### src/rtl/mem_ctrl_pkg.sv
// ---------------------------------------------------------------------------
// mem_ctrl_pkg
// Shared definitions for the memory access scheduler:
//   - DATA_W / ADDR_W : data and address widths of the memory interface
//   - ENTRY_W         : width of one request-queue entry
//   - state_t         : scheduler FSM encoding
//   - req_entry_t     : queue-entry field layout {write, addr, wdata}
// ---------------------------------------------------------------------------
package mem_ctrl_pkg;

  localparam int DATA_W  = 8;
  localparam int ADDR_W  = 8;
  localparam int ENTRY_W = 1 + ADDR_W + DATA_W;

  typedef enum logic [1:0] {
    ST_IDLE  = 2'd0,
    ST_ISSUE = 2'd1,
    ST_WAIT  = 2'd2,
    ST_RESP  = 2'd3
  } state_t;

  // Bit 16 = write flag, bits 15:8 = address, bits 7:0 = write data.
  typedef struct packed {
    logic              write;
    logic [ADDR_W-1:0] addr;
    logic [DATA_W-1:0] wdata;
  } req_entry_t;

endpackage

### src/rtl/req_queue.sv
// ---------------------------------------------------------------------------
// req_queue
// Synchronous FIFO holding pending memory requests.
// The head entry is presented combinationally on dout so the consumer can
// pop and capture it on the same edge.
// Ports:
//   clk    : rising-edge clock
//   rst_n  : asynchronous active-low reset (clears pointers and count)
//   push   : write din at the tail (ignored when full)
//   din    : entry to enqueue
//   pop    : drop the head entry (ignored when empty)
//   dout   : current head entry
//   count  : number of stored entries, 0..DEPTH
//   full   : count == DEPTH
// ---------------------------------------------------------------------------
module req_queue
  import mem_ctrl_pkg::*;
#(
  parameter int DEPTH = 4,
  parameter int W     = ENTRY_W
) (
  input  logic                       clk,
  input  logic                       rst_n,
  input  logic                       push,
  input  logic [W-1:0]               din,
  input  logic                       pop,
  output logic [W-1:0]               dout,
  output logic [$clog2(DEPTH):0]     count,
  output logic                       full
);

  localparam int PTR_W = $clog2(DEPTH);

  logic [W-1:0]     mem [DEPTH];
  logic [PTR_W-1:0] wr_ptr_reg;
  logic [PTR_W-1:0] rd_ptr_reg;
  logic [PTR_W:0]   count_reg;
  logic             do_push;
  logic             do_pop;

  assign full    = (count_reg == (PTR_W + 1)'(DEPTH));
  assign do_push = push && !full;
  assign do_pop  = pop && (count_reg != '0);
  assign dout    = mem[rd_ptr_reg];
  assign count   = count_reg;

  // Storage carries no reset so it can map onto distributed RAM.
  always_ff @(posedge clk) begin
    if (do_push) begin
      mem[wr_ptr_reg] <= din;
    end
  end

  // DEPTH is a power of two, so pointer increment wraps naturally.
  always_ff @(posedge clk or negedge rst_n) begin
    if (!rst_n) begin
      wr_ptr_reg <= '0;
      rd_ptr_reg <= '0;
      count_reg  <= '0;
    end else begin
      if (do_push) begin
        wr_ptr_reg <= wr_ptr_reg + PTR_W'(1);
      end
      if (do_pop) begin
        rd_ptr_reg <= rd_ptr_reg + PTR_W'(1);
      end
      case ({do_push, do_pop})
        2'b10:   count_reg <= count_reg + (PTR_W + 1)'(1);
        2'b01:   count_reg <= count_reg - (PTR_W + 1)'(1);
        default: count_reg <= count_reg;
      endcase
    end
  end

endmodule

### src/rtl/mem_access_scheduler.sv
// ---------------------------------------------------------------------------
// mem_access_scheduler
// Queues read/write requests and issues them one at a time, in acceptance
// order, to a memory controller. Reads wait RD_LAT cycles for data and then
// present a response held until the downstream handshake.
// Ports:
//   clk_mem      : rising-edge clock
//   reset        : asynchronous active-low reset
//   req_valid    : upstream request valid
//   req_ready    : queue can accept a request
//   req_write    : 1 = write, 0 = read
//   req_addr     : target address
//   req_wdata    : write data (ignored for reads)
//   w_en / r_en  : one-cycle write / read strobes to the controller
//   write_data   : data to the controller
//   read_address : address to the controller (reads and writes)
//   read_data    : data returned by the controller
//   rsp_valid    : read response valid
//   rsp_ready    : downstream accepts response
//   rsp_data     : read response data
//   busy         : queue non-empty or FSM not idle
// ---------------------------------------------------------------------------
module mem_access_scheduler
  import mem_ctrl_pkg::*;
#(
  parameter int QDEPTH = 4,
  parameter int RD_LAT = 1
) (
  input  logic              clk_mem,
  input  logic              reset,
  input  logic              req_valid,
  output logic              req_ready,
  input  logic              req_write,
  input  logic [ADDR_W-1:0] req_addr,
  input  logic [DATA_W-1:0] req_wdata,
  output logic              w_en,
  output logic              r_en,
  output logic [DATA_W-1:0] write_data,
  output logic [ADDR_W-1:0] read_address,
  input  logic [DATA_W-1:0] read_data,
  output logic              rsp_valid,
  input  logic              rsp_ready,
  output logic [DATA_W-1:0] rsp_data,
  output logic              busy
);

  localparam int CNT_W = $clog2(QDEPTH) + 1;
  // At least one bit even when RD_LAT is zero.
  localparam int LAT_W = (RD_LAT < 1) ? 1 : $clog2(RD_LAT + 1);

  state_t           state_reg;
  req_entry_t       cmd_reg;
  logic [LAT_W-1:0] lat_cnt_reg;

  req_entry_t       q_din;
  logic [ENTRY_W-1:0] q_dout;
  logic [CNT_W-1:0] q_count;
  logic             q_full;
  logic             q_push;
  logic             q_pop;
  logic             q_empty;

  assign q_din.write = req_write;
  assign q_din.addr  = req_addr;
  assign q_din.wdata = req_wdata;

  // Ready depends only on the registered count: a full queue stays
  // unready even on the cycle the FSM pops.
  assign req_ready = ~q_full;
  assign q_push    = req_valid & req_ready;
  assign q_empty   = (q_count == '0);
  assign q_pop     = (state_reg == ST_IDLE) && !q_empty;
  assign busy      = !q_empty || (state_reg != ST_IDLE);

  req_queue #(
    .DEPTH (QDEPTH),
    .W     (ENTRY_W)
  ) u_req_queue (
    .clk   (clk_mem),
    .rst_n (reset),
    .push  (q_push),
    .din   (q_din),
    .pop   (q_pop),
    .dout  (q_dout),
    .count (q_count),
    .full  (q_full)
  );

  // Strobes are registered: the ISSUE-state edge raises w_en/r_en, so the
  // strobe is visible in the cycle after that edge and cleared at the next.
  // read_address/write_data only change on issue, holding otherwise.
  always_ff @(posedge clk_mem or negedge reset) begin
    if (!reset) begin
      state_reg    <= ST_IDLE;
      cmd_reg      <= '0;
      lat_cnt_reg  <= '0;
      w_en         <= 1'b0;
      r_en         <= 1'b0;
      write_data   <= '0;
      read_address <= '0;
      rsp_valid    <= 1'b0;
      rsp_data     <= '0;
    end else begin
      w_en <= 1'b0;
      r_en <= 1'b0;
      case (state_reg)
        ST_IDLE: begin
          if (!q_empty) begin
            cmd_reg   <= req_entry_t'(q_dout);
            state_reg <= ST_ISSUE;
          end
        end
        ST_ISSUE: begin
          read_address <= cmd_reg.addr;
          write_data   <= cmd_reg.wdata;
          if (cmd_reg.write) begin
            w_en      <= 1'b1;
            state_reg <= ST_IDLE;
          end else begin
            r_en        <= 1'b1;
            lat_cnt_reg <= '0;
            state_reg   <= ST_WAIT;
          end
        end
        ST_WAIT: begin
          // The first WAIT edge is the one ending the r_en cycle; data is
          // sampled RD_LAT edges after that.
          if (lat_cnt_reg == LAT_W'(RD_LAT)) begin
            rsp_data  <= read_data;
            rsp_valid <= 1'b1;
            state_reg <= ST_RESP;
          end else begin
            lat_cnt_reg <= lat_cnt_reg + LAT_W'(1);
          end
        end
        ST_RESP: begin
          if (rsp_ready) begin
            rsp_valid <= 1'b0;
            state_reg <= ST_IDLE;
          end
        end
        default: begin
          state_reg <= ST_IDLE;
        end
      endcase
    end
  end

endmodule

### config.mk
export PLATFORM = sky130hd
export DESIGN_NAME = mem_access_scheduler
export DESIGN_NICKNAME = d
export VERILOG_FILES = /design/src/rtl/mem_ctrl_pkg.sv /design/src/rtl/req_queue.sv /design/src/rtl/mem_access_scheduler.sv
export SDC_FILE = /design/constraint.sdc
export NUM_CORES = 1
export LEC_CHECK = 0
export CORE_UTILIZATION = 30
export CTS_CLUSTER_SIZE = 16
export DETAILED_ROUTE_END_ITERATION = 8
export SYNTH_ARGS = -nofsm -noshare
export SYNTH_HDL_FRONTEND = slang
export SYNTH_SLANG_ARGS = --single-unit
### constraint.sdc
create_clock -name clk_mem -period 2.3 [get_ports clk_mem]
set_input_delay 0.46 -clock clk_mem [delete_from_list [all_inputs] [get_ports clk_mem]]
set_output_delay 0.46 -clock clk_mem [all_outputs]
set_load 0.02 [all_outputs]
# ---- Word-level counts from Yosys, hierarchy flattened
# Memory sizes are Yosys's and may differ from the RTL's. A register that Yosys moved wholly into a read port is not among the register bits.
# Index checks and enable logic that the tools add are counted.
dict set report op_classes {
  bitwise 3
  n_eq_ne 10
  n_reduce_logical 19
  add_sub_neg 5
  mux 18
}
# op count
set ops {}
lappend ops {{1-bit two-way mux} 10}
lappend ops {{2-bit two-way mux} 4}
lappend ops {{2-bit inequality test (second input constant)} 4}
lappend ops {{2-bit case mux with 4 select lines} 1}
lappend ops {{2-bit nonzero test} 4}
lappend ops {{2-bit equality test (second input constant)} 3}
lappend ops {{3-bit case mux with 2 select lines} 1}
lappend ops {{2-bit AND reduction} 3}
lappend ops {{3-bit AND reduction} 2}
lappend ops {{2-bit by 1-bit adder with 2-bit output (second input constant)} 2}
lappend ops {{2-bit by 1-bit equality test with 1-bit output (second input constant)} 2}
lappend ops {{1-bit case mux with 2 select lines} 2}
lappend ops {{3-bit by 1-bit adder with 3-bit output (second input constant)} 1}
lappend ops {{3-bit equality test (second input constant)} 1}
lappend ops {{1-bit logical AND} 3}
lappend ops {{1-bit zero test} 3}
lappend ops {{3-bit zero test} 1}
lappend ops {{3-bit nonzero test} 1}
lappend ops {{3-bit by 1-bit subtractor with 3-bit output (second input constant)} 1}
lappend ops {{2-bit zero test} 1}
lappend ops {{1-bit NOT} 2}
lappend ops {{1-bit adder (second input constant)} 1}
lappend ops {{1-bit AND} 1}
lappend ops {{1-bit logical OR} 1}
dict set report totals {
  ram_bits 68
  reg_bits 37
  out_inout_bits 29
  input_bits 29
  n_memories 1
}
# memory words word_bits read_ports rd_ports_with_merged_regs write_ports line_no
set mem_list {}
lappend mem_list {u_req_queue.mem 4 17 1 1 1 req_queue.sv:34} ;# logic [W-1:0] mem [DEPTH];

# ---- Logic depth before layout (Yosys ltp)
# Gate-level depths: netlist (run 1).
dict set report logic_depth {
  depth_word 6
  depth_mapped 11
  mapped_depth_nobuf 8
}

# ---- Cells and area by module
# Synthesis (run 1) repeated with hierarchy kept, for this count alone.
dict set report unflattened {
  cells_unflattened 242
  area_unflattened_um2 4759.6
}
# mod area_per_inst_um2 cells_each seq_area_each_um2 instances
set by_module_without_submodules {}
lappend by_module_without_submodules {req_queue 2916.5 125 2217.1 1}
lappend by_module_without_submodules {mem_access_scheduler 1843.0 117 1176.1 1}

# ---- Worst setup path after synthesis (run 1)
# OpenSTA, ideal clock, no wires.
dict set report synth_path {
  path_type {flip-flop to flip-flop}
  startpoint {reg u_req_queue.count_reg[0] (netlist: u_req_queue.count[0])}
  endpoint {reg u_req_queue.count_reg[2] (netlist: u_req_queue.count[2])}
  setup_time_ns 0.125
  path_slack_ns 0.107
  path_stages_with_launch 11
  arrival_time_ns 2.068
  path_cell_list {dfrtp_1 > nor3_2 > nand2b_1 > buf_4 > buf_4 > inv_1 > ha_1 > fa_1 > xnor2_1 > nor2_1 > xor2_1}
}
dict set report synth_via {
  elab_chain_len 6
  elab_cells_between_ends 16
  cone_classes {add/sub: 2; eq/ne: 3; mux: 1; bitwise: 2; reduce/logical: 8}
}
# item line_no
set synth_rtl {}
lappend synth_rtl {{start: declaration} req_queue.sv:37} ;# logic [PTR_W:0] count_reg;
lappend synth_rtl {{start signal: assignment} req_queue.sv:68} ;# 2'b10: count_reg <= count_reg + (PTR_W + 1)'(1);
lappend synth_rtl {{start signal: assignment} req_queue.sv:69} ;# 2'b01: count_reg <= count_reg - (PTR_W + 1)'(1);
lappend synth_rtl {{start signal: assignment} req_queue.sv:70} ;# default: count_reg <= count_reg;
lappend synth_rtl {{3-bit zero test *} mem_access_scheduler.sv:71} ;# assign q_empty = (q_count == '0);
lappend synth_rtl {{1-bit zero test *} n/a}
lappend synth_rtl {{1-bit logical AND *} mem_access_scheduler.sv:72} ;# assign q_pop = (state_reg == ST_IDLE) && !q_empty;
lappend synth_rtl {{named net q_pop} mem_access_scheduler.sv:60} ;# logic q_pop;
lappend synth_rtl {{1-bit logical AND *} req_queue.sv:43} ;# assign do_pop = pop && (count_reg != '0);
lappend synth_rtl {{2-bit by 1-bit equality test with 1-bit output / 2-bit equality test (equally long branches)} req_queue.sv:67} ;# case ({do_push, do_pop})
lappend synth_rtl {{3-bit case mux with 2 select lines / 2-bit nonzero test (equally long branches)} n/a}
# The timed path passes the listed nets; every way through them passes the cells marked *.
# A chain may end at the register's enable or synchronous reset.

# ---- Worst setup path in the final report (run 1)
dict set report layout_path {
  startpoint {reg u_req_queue.count_reg[0] (netlist: u_req_queue.count[0])}
  endpoint {reg u_req_queue.count_reg[1] (netlist: u_req_queue.count[1])}
}
dict set report layout_via {
  elab_chain_len 6
  elab_cells_between_ends 16
  cone_classes {add/sub: 2; eq/ne: 3; mux: 1; bitwise: 2; reduce/logical: 8}
}
# item line_no
set layout_rtl {}
lappend layout_rtl {{3-bit equality test / 3-bit zero test (equally long branches)} {req_queue.sv:41, mem_access_scheduler.sv:71}}
lappend layout_rtl {{1-bit NOT / 1-bit zero test (equally long branches)} n/a}
lappend layout_rtl {{1-bit AND / 1-bit logical AND (equally long branches)} {mem_access_scheduler.sv:70, mem_access_scheduler.sv:72}}
lappend layout_rtl {{1-bit logical AND (on tied branches)} {req_queue.sv:42, req_queue.sv:43}}
lappend layout_rtl {{2-bit by 1-bit equality test with 1-bit output / 2-bit equality test (equally long branches)} req_queue.sv:67}
lappend layout_rtl {{3-bit case mux with 2 select lines / 2-bit nonzero test (equally long branches)} n/a}
# Several ways; a longest one is shown, not always the timed one.

==> results of run 1 <==
==> routing by layer <==
layer,GRT usage [%],vias to the layer above,share of wire [%]
li1,-,1059,-
met1,12.9,1177,44
met2,17.6,54,50
met3,4.34,10,4.8
met4,3.99,2,1.3
met5,0,-,0.15
==> area by class of cell <==
class	count	share of cell area (%)
flip-flops and latches	122	55.8
multi-input cells	101	19.5
repair buffers	67	10.7
clock buffers	18	7.22
well taps	188	3.87
clock inverters	14	2.63
inverters	5	0.308
==> logic make-up (layout without fill, tap and decap cells) <==
group | after synthesis | count (layout)
buffers and inverters | 15 | 104
and+or+nand+nor | 22 | 22
xor gates and xnor gates | 6 | 6
muxes | 60 | 60
adders and majority gates | 6 | 6
AOI/OAI and AO/OA | 7 | 7
DFF | 122 | 122
==> power by group through the flow <==
| stage | clock network, mW | registers [mW] | logic (mW) |
|---|---|---|---|
| global placement | 0 | 3.50 | 2.89 |
| floorplan | 0 | 3.68 | 1.74 |
| CTS | 2.70 | 3.51 | 2.95 |
| detailed placement | 0 | 3.54 | 2.95 |
| global route | 2.82 | 3.59 | 3.11 |
| finish | 2.63 | 3.49 | 2.88 |
==> final timing paths <==
check / startpoint / to / slack [ns] / depth (start not counted)
worst max-delay path: u_req_queue.count[0] / u_req_queue.count[1] / 0.16 / 6
worst min-delay path: reset / rsp_data[0] / 0.17 / 2
worst max register to register: u_req_queue.count[0] / u_req_queue.count[1] / 0.16 / 6
worst min register to register: cmd_reg[5] / write_data[5] / 0.50 / 1
max in group asynchronous: reset / cmd_reg[7] / 1.67 / 2
min in group clk_mem: cmd_reg[5] / write_data[5] / 0.50 / 1
==> placed cells by master, fill, tap and decap left out, types with 6 or more instances in the layout <==
cell              n
edfxtp_1         68
dfrtp_1          54
clkdlybuf4s50_1  54
mux2_2           42
clkbuf_16        17
mux4_2           11
buf_4             9
inv_6             7
nand2_1           6
mux4_1            6
==> metrics by stage <==
step	hold WS (ns)	total power, mW	setup WS [ns]	cell area, sq um	cells
global placement	0.485	6.39	0.0602	5490	483
finish	0.167	9.01	0.157	6090	515
global route	0.222	9.52	0.0895	6090	515
detailed placement	0.492	6.49	0.0109	5490	483
CTS	0.195	9.16	0.161	6090	515
floorplan	0.164	5.42	0.107	4680	238
==> what timing repair did <==
action	in CTS	in global routing
endpoints found under the setup margin	2	0
buffers inserted	0	0
resized for setup	2	0
==> out/results.tsv, run 1 <==
stage	metric	value	unit
status	status	completed	
synthesis	post-synth top area cell	edfxtp_1	
clock_network	H-tree level count	4	
sta	unrepaired setup endpoints after global routing	no	
global_routing	largest net degree at the start of global routing	55	
critical_path	slowest CP cell	or3b_4	
critical_path	critical path type	reg -> reg	
die	# rows	45	
synthesis	EDFF count, synth	68	
clock_network	clock slew at reported path FFs	0.06	ns
layout	FF+latch area	3390	sq um
synthesis	YS warnings	0	
synthesis	Top FF cell, synth	edfxtp_1	
sta	Max Slew Vio Count	0	
die	IO Count	58	
sta	Hold Fails Final Rpt	0	
critical_path	crit-path max FO	6	
synthesis	gate count after technology mapping	238	
critical_path	Worst Path Buf+Inv	1	
global_routing	GRT overflow	0	
power	Max VDD drop	0.000681	V
routing	ANT nets after route	0	
critical_path	Critical Path RT	2.58	ns
synthesis	Area contributors post-synth	edfxtp_1 (44%), dfrtp_1 (29%), mux2_2 (10%), mux4_2 (5.3%), mux4_1 (3.4%)	
power	leakage power	2.31	nW
sta	Tcrit/Tclk final	93.2	%
die	DIE WIDTH	127	um
routing	vias per std cell	4.47	
routing	vias post-DR	2302	
critical_path	crit path cell chain	or3b_4 > and2_4 > inv_1 > ha_1 > fa_1 > mux2_2	
routing	Residual DRC	0	
critical_path	Worst Setup Start Kind	flip-flop	
critical_path	Setup crit end kind	flip-flop	
routing	per-cell routed wire length	15.4	um
die	Starting Density	30.8	%
synthesis	most common cell in the netlist	edfxtp_1	
global_routing	Total GRT Usage	10.8	%
clock_network	Hold-fix buffers, CTS	0	
power	Power Dens Cells	1480	nW/um^2
power	Sw Pwr	2.67	mW
clock_network	Clock Path Buffers	2	
layout	fin util	40.0	%
die	die height	127	um
sta	Final min period	2.14	ns
sta	setup violators final	0	
power	Seq pwr share	38.8	%
synthesis	count of cell types in the netlist	29	
synthesis	Cell Area, Synth	4680	sq um
placed_design	PortBufs	57	
clock_network	Clock Sinks	122	
synthesis	adder-cell share of the synthesized area	1.77	%
layout	area delta synth->final	30.1	%
sta	worst slew pin tran	0.673	ns
sta	Max transition margin	55.1	%
power	Sw Share	29.7	%
clock_network	CTS tree	built	
clock_network	root buf cell	clkbuf_16	
layout	Multi-input gate area	1190	sq um
routing	first-pass detailed-route iteration total	4	
critical_path	CP max stage delay	0.45	ns
layout	share of cells above drive strength 1	30.6	%
layout	max reg flops	68	
sta	Setup TNS	0	ns
synthesis	asr flop ratio synth	44.3	%
sta	fmax	467	MHz
critical_path	Worst EP arrival	2.42	ns
job	Max-Cap Viols	0	
power	Int Pwr	6.33	mW
routing	initial DRC count	97	
synthesis	syn nets	273	
power	clock share of power	29.2	%
layout	Fillers	1374	
clock_network	latest clock arrival within the worst-skew pair	0.40	ns
synthesis	mux cell area share after synthesis	19.0	%
placed_design	Final GP Congestion	0.715	
synthesis	largest family of logic cells by synthesized area	multiplexers	
global_routing	vias in the first global route	2423	
critical_path	CP delay by family, top	simple AND/OR/NAND/NOR gates	
global_routing	initial antenna violation count	1	
global_routing	global-route wire length before repair	12800	um
synthesis	Yosys reg bits	122	
power	combinational share of power	32.0	%
hold_path	hold crit path type	in -> async	
synthesis	post-synthesis compound-gate area fraction	0.883	%
synthesis	sequential element share of the synthesized area	72.6	%
synthesis	Avg Inst Size Synth	19.7	sq um
die	Die ar.	16100	sq um
layout	antenna cells	0	
placed_design	Detailed Place HPWL	5270	um
clock_network	cts bufs inserted	17	
die	core area	15200	sq um
synthesis	Post-Synth XOR/XNOR Area	1.12	%
synthesis	Post-Synth Simple-Gate Area	2.62	%
routing	Detailed Route WL	7940	um
synthesis	area share of the largest cell type after synthesis	43.7	%
layout	nets	349	
sta	Final Skew	0.00753	ns
synthesis	Synth top cells by count	edfxtp_1 (68), dfrtp_1 (54), mux2_2 (42), mux4_2 (11)	
Note: power is estimated with default switching activity, not from simulation.
==> run 2, diff against run 1 <==
--- a/config.mk
+++ b/config.mk
@@ -10,4 +10,5 @@
 export DETAILED_ROUTE_END_ITERATION = 8
 export SYNTH_ARGS = -nofsm -noshare
 export SYNTH_HDL_FRONTEND = slang
+export SYNTH_HIERARCHICAL = 1
 export SYNTH_SLANG_ARGS = --single-unit
==> constraint.sdc (replaced) <==
create_clock -name clk_mem -period 1.7 [get_ports clk_mem]
set_input_delay 0.34 -clock clk_mem [delete_from_list [all_inputs] [get_ports clk_mem]]
set_output_delay 0.34 -clock clk_mem [all_outputs]
set_load 0.02 [all_outputs]
==> run 2 against run 1 <==
  * The run now ends with negative setup slack left
  * Critical endpoint is now u_req_queue/count[2]
  * Critical path type unchanged
  * Cell count grew 9.1%
  * Routed wire length grew 12%
  * Total power grew 42%
  * Highest routed layer is now met4
  * Synthesized cell count grew 1.7%
==> out/results.tsv, run 2 <==
stage	metric	value	unit	change
synthesis	YS warnings	6		was 0
clock_network	H-tree level count	4		unchanged
sta	Max transition margin	71.7	%	was 55.1%
die	core area	15300	sq um	was 15200 sq um
clock_network	Clock Sinks	122		unchanged
critical_path	crit-path max FO	3		was 6
clock_network	root buf cell	clkbuf_16		unchanged
routing	initial DRC count	147		was 97
clock_network	cts bufs inserted	17		unchanged
routing	vias per std cell	4.29		was 4.47
global_routing	global-route wire length before repair	13600	um	was 12800 um
routing	ANT nets after route	0		unchanged
critical_path	Critical Path RT	2.03	ns	was 2.58 ns
synthesis	gate count after technology mapping	242		was 238
layout	area delta synth->final	36.6	%	was 30.1%
synthesis	Area contributors post-synth	edfxtp_1 (43%), dfrtp_1 (28%), mux2_2 (8.0%), mux4_1 (5.0%), mux4_2 (3.8%)		was edfxtp_1 (44%), dfrtp_1 (29%), mux2_2 (10%), mux4_2 (5.3%), mux4_1 (3.4%)
hold_path	hold crit path type	in -> async		unchanged
routing	Residual DRC	0		unchanged
critical_path	critical path type	reg -> reg		unchanged
layout	share of cells above drive strength 1	34.8	%	was 30.6%
critical_path	Worst EP arrival	2.23	ns	was 2.42 ns
die	IO Count	58		unchanged
sta	Max Slew Vio Count	0		unchanged
critical_path	r2r setup slk	-0.21	ns	was 0.16 ns
routing	first-pass detailed-route iteration total	4		unchanged
critical_path	R2R Path Start	u_req_queue/count[1]		was u_req_queue.count[0]
critical_path	Setup crit end kind	flip-flop		unchanged
global_routing	vias in the first global route	2501		was 2423
power	leakage power	2.60	nW	was 2.31 nW
layout	max reg flops	68		unchanged
clock_network	CTS tree	built		unchanged
critical_path	CP startpoint	u_req_queue/count[1]		was u_req_queue.count[0]
sta	setup violators final	4		was 0
layout	Fillers	1356		was 1374
layout	Finished Cell Area	6500	sq um	was 6090 sq um
global_routing	initial antenna violation count	0		was 1
layout	Multi-input gate area	1290	sq um	was 1190 sq um
sta	Tcrit/Tclk final	112	%	was 93.2%
die	Starting Density	31.1	%	was 30.8%
layout	nets	373		was 349
power	Power Dens Cells	1960	nW/um^2	was 1480 nW/um^2
clock_network	Clock Path Buffers	2		unchanged
synthesis	Synth top cells by count	edfxtp_1 (68), dfrtp_1 (54), mux2_2 (34), mux4_1 (9)		was edfxtp_1 (68), dfrtp_1 (54), mux2_2 (42), mux4_2 (11)
placed_design	Final GP Congestion	0.660		was 0.715
die	# rows	45		unchanged
synthesis	count of cell types in the netlist	32		was 29
job	Max-Cap Viols	0		unchanged
layout	most common cell after layout, fill and taps aside	edfxtp_1		unchanged
synthesis	most common cell in the netlist	edfxtp_1		unchanged
die	Die ar.	16400	sq um	was 16100 sq um
layout	FF+latch area	3400	sq um	was 3390 sq um
power	Max VDD drop	0.000781	V	was 0.000681 V
critical_path	reg2reg end	u_req_queue/count[2]		was u_req_queue.count[1]
synthesis	syn nets	277		was 273
sta	unrepaired setup endpoints after global routing	yes		was no
placed_design	Detailed Place HPWL	5530	um	was 5270 um
layout	antenna cells	0		unchanged
global_routing	largest net degree at the start of global routing	21		was 55
sta	fmax	525	MHz	was 467 MHz
synthesis	Avg Inst Size Synth	19.7	sq um	about the same
routing	vias post-DR	2410		was 2302
die	DIE WIDTH	128	um	was 127 um
sta	Hold Fails Final Rpt	0		unchanged
sta	worst hold margin	0.410	ns	was 0.167 ns
status	status	complete, but fails checks		was completed
synthesis	EDFF count, synth	68		unchanged
synthesis	asr flop ratio synth	44.3	%	unchanged
placed_design	dpl cell area	5780	sq um	was 5490 sq um
clock_network	clock slew at reported path FFs	0.05	ns	was 0.06 ns
routing	per-cell routed wire length	15.8	um	was 15.4 um
layout	most frequent cells in the layout	edfxtp_1 (68), dfrtp_1 (51), mux2_2 (34)		was edfxtp_1 (68), dfrtp_1 (54), clkdlybuf4s50_1 (54)
routing	Detailed Route WL	8880	um	was 7940 um
sta	Setup TNS	-0.397	ns	was 0 ns
global_routing	GRT overflow	0		unchanged
placed_design	PortBufs	57		unchanged
synthesis	Cell Area, Synth	4760	sq um	was 4680 sq um
synthesis	sequential element share of the synthesized area	71.3	%	was 72.6%
synthesis	post-synth top area cell	edfxtp_1		unchanged
layout	fin util	42.5	%	was 40.0%
synthesis	Yosys reg bits	122		unchanged
sta	worst slew pin tran	0.424	ns	was 0.673 ns
clock_network	latest clock arrival within the worst-skew pair	0.41	ns	was 0.40 ns
synthesis	Top FF cell, synth	edfxtp_1		unchanged
status	failing checks	negative setup slack		
sta	setup ws final	-0.205	ns	was 0.157 ns
critical_path	Worst Setup Start Kind	flip-flop		unchanged
die	die height	128	um	was 127 um
sta	Final Skew	0.00639	ns	was 0.00753 ns
sta	Final min period	1.91	ns	was 2.14 ns
global_routing	Total GRT Usage	11.5	%	was 10.8%
synthesis	area share of the largest cell type after synthesis	42.9	%	was 43.7%
critical_path	Worst R2R Path Depth	10		was 6
## run 2: power by group
part	internal, mW	leakage [nW]	switching, mW	total, mW
logic	2.54	1.07	2.09	4.64
registers	4.20	1.25	0.469	4.67
clock network	2.27	0.275	1.18	3.45
total	9.02	2.60	3.74	12.8
## run 2: cell families (layout without fill, tap and decap cells)
kind of cell	Yosys count	count (layout)	share of synthesized area (%)
buffers and inverters	17	126	2.63
xor gates and xnor gates	6	6	1.10
adders and majority gates	6	6	1.74
muxes	59	59	19.2
DFF	122	122	71.3
and+or+nand+nor	24	24	3.02
AOI/OAI and AO/OA	8	8	0.999
## run 2: routing by layer
layer  up-vias  wire length [um]  part of all wire (%)  GRT usage, %
met5         -                 0                     0             0
met2        54              4510                    51          19.0
met3         5               451                   5.1          4.67
met1      1236              3810                    43          13.2
met4         0               112                   1.3          4.98
li1       1115                 -                     -             -
## run 2: metrics by stage
step | total power, mW | cells | setup WS, ns
finish | 12.8 | 562 | -0.205
global route | 13.5 | 562 | -0.332
CTS | 12.7 | 558 | -0.239
detailed placement | 9.36 | 523 | -0.393
global placement | 9.21 | 523 | -0.342
floorplan | 7.60 | 242 | -0.584
## run 2: what timing repair did
item / 4_1_cts / 5_1_grt
endpoints found under the setup margin: 25 / 78
setup buffers: 2 / 0
hold endpoints to repair: 14 / 0
pin swaps: 3 / 7
cloned: 0 / 4
gates resized for setup: 37 / 17
hold buffers: 1 / 0
## run 2: area by class of cell
type,count,share of cell area (%)
sequential,122,52.3
multi-input combinational,103,19.9
timing repair buffer,86,14.6
clock buffer,21,6.77
tap,211,4.06
clock inverter,11,1.96
inverter,8,0.462
## run 2: worst max-delay path by stage
stage / endpoint / slack (ns) / cells past startpoint
2_1_floorplan: u_req_queue/count[2] / -0.58 / 10
3_3_place_gp: u_req_queue/count[2] / -0.34 / 10
3_5_place_dp: u_req_queue/count[2] / -0.39 / 10
4_1_cts: u_req_queue/count[2] / -0.24 / 9
5_1_grt: u_req_queue/count[2] / -0.33 / 10
6_report: u_req_queue/count[2] / -0.21 / 10
## run 2: critical path, stage by stage (launching register included)
cell     delay (ns)
dfrtp_2        0.44
nor3b_4        0.23
buf_4          0.16
nor2b_4        0.04
inv_2          0.06
ha_4           0.13
inv_2          0.03
fa_2           0.33
xor2_1         0.14
nor2_1         0.13
xor2_1         0.14
==> run 3, diff against run 2 <==
--- a/config.mk
+++ b/config.mk
@@ -5,9 +5,12 @@
 export SDC_FILE = /design/constraint.sdc
 export NUM_CORES = 1
 export LEC_CHECK = 0
+export CELL_PAD_IN_SITES_DETAIL_PLACEMENT = 0
+export CELL_PAD_IN_SITES_GLOBAL_PLACEMENT = 1
 export CORE_UTILIZATION = 30
 export CTS_CLUSTER_SIZE = 16
 export DETAILED_ROUTE_END_ITERATION = 8
+export PLACE_DENSITY_LB_ADDON = 0.1
 export SYNTH_ARGS = -nofsm -noshare
 export SYNTH_HDL_FRONTEND = slang
 export SYNTH_HIERARCHICAL = 1
==> run 3 against run 2 <==
  * The flow still finishes with violations (negative setup slack)
  * Sequential power is essentially flat
  * Global-route usage increased by 0.84 points
  * Non-clock buffer count grew 4
  * Sequential cell count unchanged
  * Critical path type unchanged
  * Largest power group is now combinational logic
==> out/results.tsv, run 3 (same netlist as run 2, synthesis figures left out) <==
stage	metric	value	unit	change
sta	Max Slew Vio Count	0		unchanged
power	Power Dens Cells	2020	nW/um^2	was 1960 nW/um^2
critical_path	r2r setup slk	-0.15	ns	was -0.21 ns
die	die height	128	um	unchanged
sta	Tcrit/Tclk final	109	%	was 112%
layout	antenna cells	0		unchanged
placed_design	Detailed Place HPWL	5630	um	was 5530 um
die	# rows	45		unchanged
power	Max VDD drop	0.000882	V	was 0.000781 V
placed_design	dpl cell area	5790	sq um	was 5780 sq um
routing	Residual DRC	0		unchanged
global_routing	global-route wire length before repair	14400	um	was 13600 um
routing	vias per std cell	4.31		was 4.29
sta	Final min period	1.85	ns	was 1.91 ns
die	Starting Density	31.1	%	unchanged
global_routing	initial antenna violation count	0		unchanged
sta	worst slew pin tran	0.411	ns	was 0.424 ns
routing	per-cell routed wire length	16.6	um	was 15.8 um
layout	max reg flops	68		unchanged
status	failing checks	negative setup slack		unchanged
placed_design	PortBufs	57		unchanged
critical_path	Worst Path Buf+Inv	1		was 3
die	Die ar.	16400	sq um	unchanged
critical_path	reg2reg end	u_req_queue/count[2]		unchanged
layout	most common cell after layout, fill and taps aside	edfxtp_1		unchanged
clock_network	latest clock arrival within the worst-skew pair	0.41	ns	about the same
critical_path	crit-path max FO	3		unchanged
sta	Hold Fails Final Rpt	0		unchanged
critical_path	R2R Path Start	u_req_queue/count[2]		was u_req_queue/count[1]
critical_path	CP delay by family, top	adder cells		unchanged
placed_design	Inst Count DP	525		was 523
critical_path	crit path cell chain	nor3_4 > nor3_4 > o31a_1 > ha_4 > inv_2 > fa_2 > xor2_1 > nor2_1 > xor2_1		was nor3b_4 > buf_4 > nor2b_4 > inv_2 > ha_4 > inv_2 > fa_2 > xor2_1 > nor2_1 > xor2_1
layout	share of cells above drive strength 1	36.3	%	was 34.8%
die	IO Count	58		unchanged
clock_network	cts bufs inserted	17		unchanged
critical_path	critical path type	reg -> reg		unchanged
routing	first-pass detailed-route iteration total	4		unchanged
critical_path	Worst EP arrival	2.19	ns	was 2.23 ns
die	DIE WIDTH	128	um	unchanged
global_routing	Total GRT Usage	12.3	%	was 11.5%
critical_path	CP Depth	9		was 10
critical_path	Worst Setup Start Kind	flip-flop		unchanged
sta	setup violators final	30		was 4
critical_path	slowest CP cell	dfrtp_1		was dfrtp_2
placed_design	Setup WS pre-CTS	-0.383	ns	was -0.393 ns
layout	most frequent cells in the layout	edfxtp_1 (68), dfrtp_1 (52), mux2_2 (34)		was edfxtp_1 (68), dfrtp_1 (51), mux2_2 (34)
clock_network	Clock Sinks	122		unchanged
sta	Max transition margin	72.6	%	was 71.7%
clock_network	root buf cell	clkbuf_16		unchanged
die	core area	15300	sq um	unchanged
sta	fmax	539	MHz	was 525 MHz
clock_network	H-tree level count	4		unchanged
sta	unrepaired setup endpoints after global routing	yes		unchanged
routing	Detailed Route WL	9380	um	was 8880 um
sta	setup ws final	-0.154	ns	was -0.205 ns
power	leakage power	2.60	nW	about the same
global_routing	GRT overflow	0		unchanged
layout	area delta synth->final	38.9	%	was 36.6%
layout	Finished Cell Area	6610	sq um	was 6500 sq um
global_routing	largest net degree at the start of global routing	27		was 21
critical_path	Critical Path RT	2.04	ns	was 2.03 ns
clock_network	clock slew at reported path FFs	0.05	ns	about the same
routing	initial DRC count	66		was 147
critical_path	Worst R2R Path Depth	9		was 10
routing	vias post-DR	2441		was 2410
global_routing	vias in the first global route	2585		was 2501
sta	Final Skew	0.00520	ns	was 0.00639 ns
hold_path	hold crit path type	in -> async		unchanged
status	status	complete, but fails checks		unchanged
layout	non-filler cells, final	566		was 562
clock_network	CTS tree	built		unchanged
routing	ANT nets after route	0		unchanged
placed_design	Final GP Congestion	0.697		was 0.660
critical_path	Setup crit end kind	flip-flop		unchanged
layout	nets	377		was 373
clock_network	Clock Path Buffers	2		unchanged
critical_path	CP max stage delay	0.41	ns	was 0.44 ns
job	Max-Cap Viols	0		unchanged
## run 3: routing by layer
metal	wire length (um)	GRT usage, %
met1	4350	15.3
met3	381	3.55
met5	0	0
met2	4450	19.1
met4	197	7.47
## run 3: layout make-up
| type | instances | area (sq um) |
|---|---|---|
| Multi-Input combinational cell | 103 | 1280 |
| Sequential cell | 122 | 3400 |
| Tap cell | 211 | 264 |
| Clock buffer | 20 | 457 |
| Timing Repair Buffer | 90 | 983 |
| Inverter | 8 | 30.0 |
| Clock inverter | 12 | 195 |
| Fill cell | 1413 | 8710 |
## run 3: what timing repair did
action / CTS / global route
buffers inserted: 2 / 2
gates cloned: 0 / 5
endpoints found under the setup margin: 27 / 74
hold buffers: 1 / 0
pin swaps: 4 / 5
hold endpoints to repair: 14 / 0
resized for setup: 42 / 6
## run 3: where the power goes
group	switching [mW]	internal (mW)	leakage, nW
Sequential	0.451	4.20	1.26
Combinational	2.13	2.64	1.03
Clock	1.26	2.67	0.310
Total	3.84	9.50	2.60
## run 3: worst register-to-register path, cell delays in order (launching register included)
cell	delay [ns]
dfrtp_1	0.41
nor3_4	0.08
nor3_4	0.14
o31a_1	0.24
ha_4	0.16
inv_2	0.03
fa_2	0.32
xor2_1	0.14
nor2_1	0.10
xor2_1	0.14
## run 3: worst max-delay path by stage
stage | from | slack, ns | to
after global placement | req_valid | -0.35 | u_req_queue/count[2]
after CTS | u_req_queue/count[1] | -0.20 | u_req_queue/count[2]
after detailed placement | req_valid | -0.38 | u_req_queue/count[2]
after global routing | u_req_queue/count[0] | -0.25 | u_req_queue/count[2]
after floorplan | flip-flop | -0.58 | u_req_queue/count[2]
final | u_req_queue/count[2] | -0.15 | u_req_queue/count[2]
## run 3: metrics by stage
step	TNS [ns]	hold WS, ns	utilization [%]	total power, mW
floorplan	-1.13	0.0444	-	7.60
global placement	-12.27	0.293	37.8	9.40
detailed placement	-13.90	0.300	37.8	9.46
CTS	-2.04	0.402	42.2	13.4
global route	-6.69	0.428	43.2	14.1
finish	-0.805	0.401	43.2	13.3
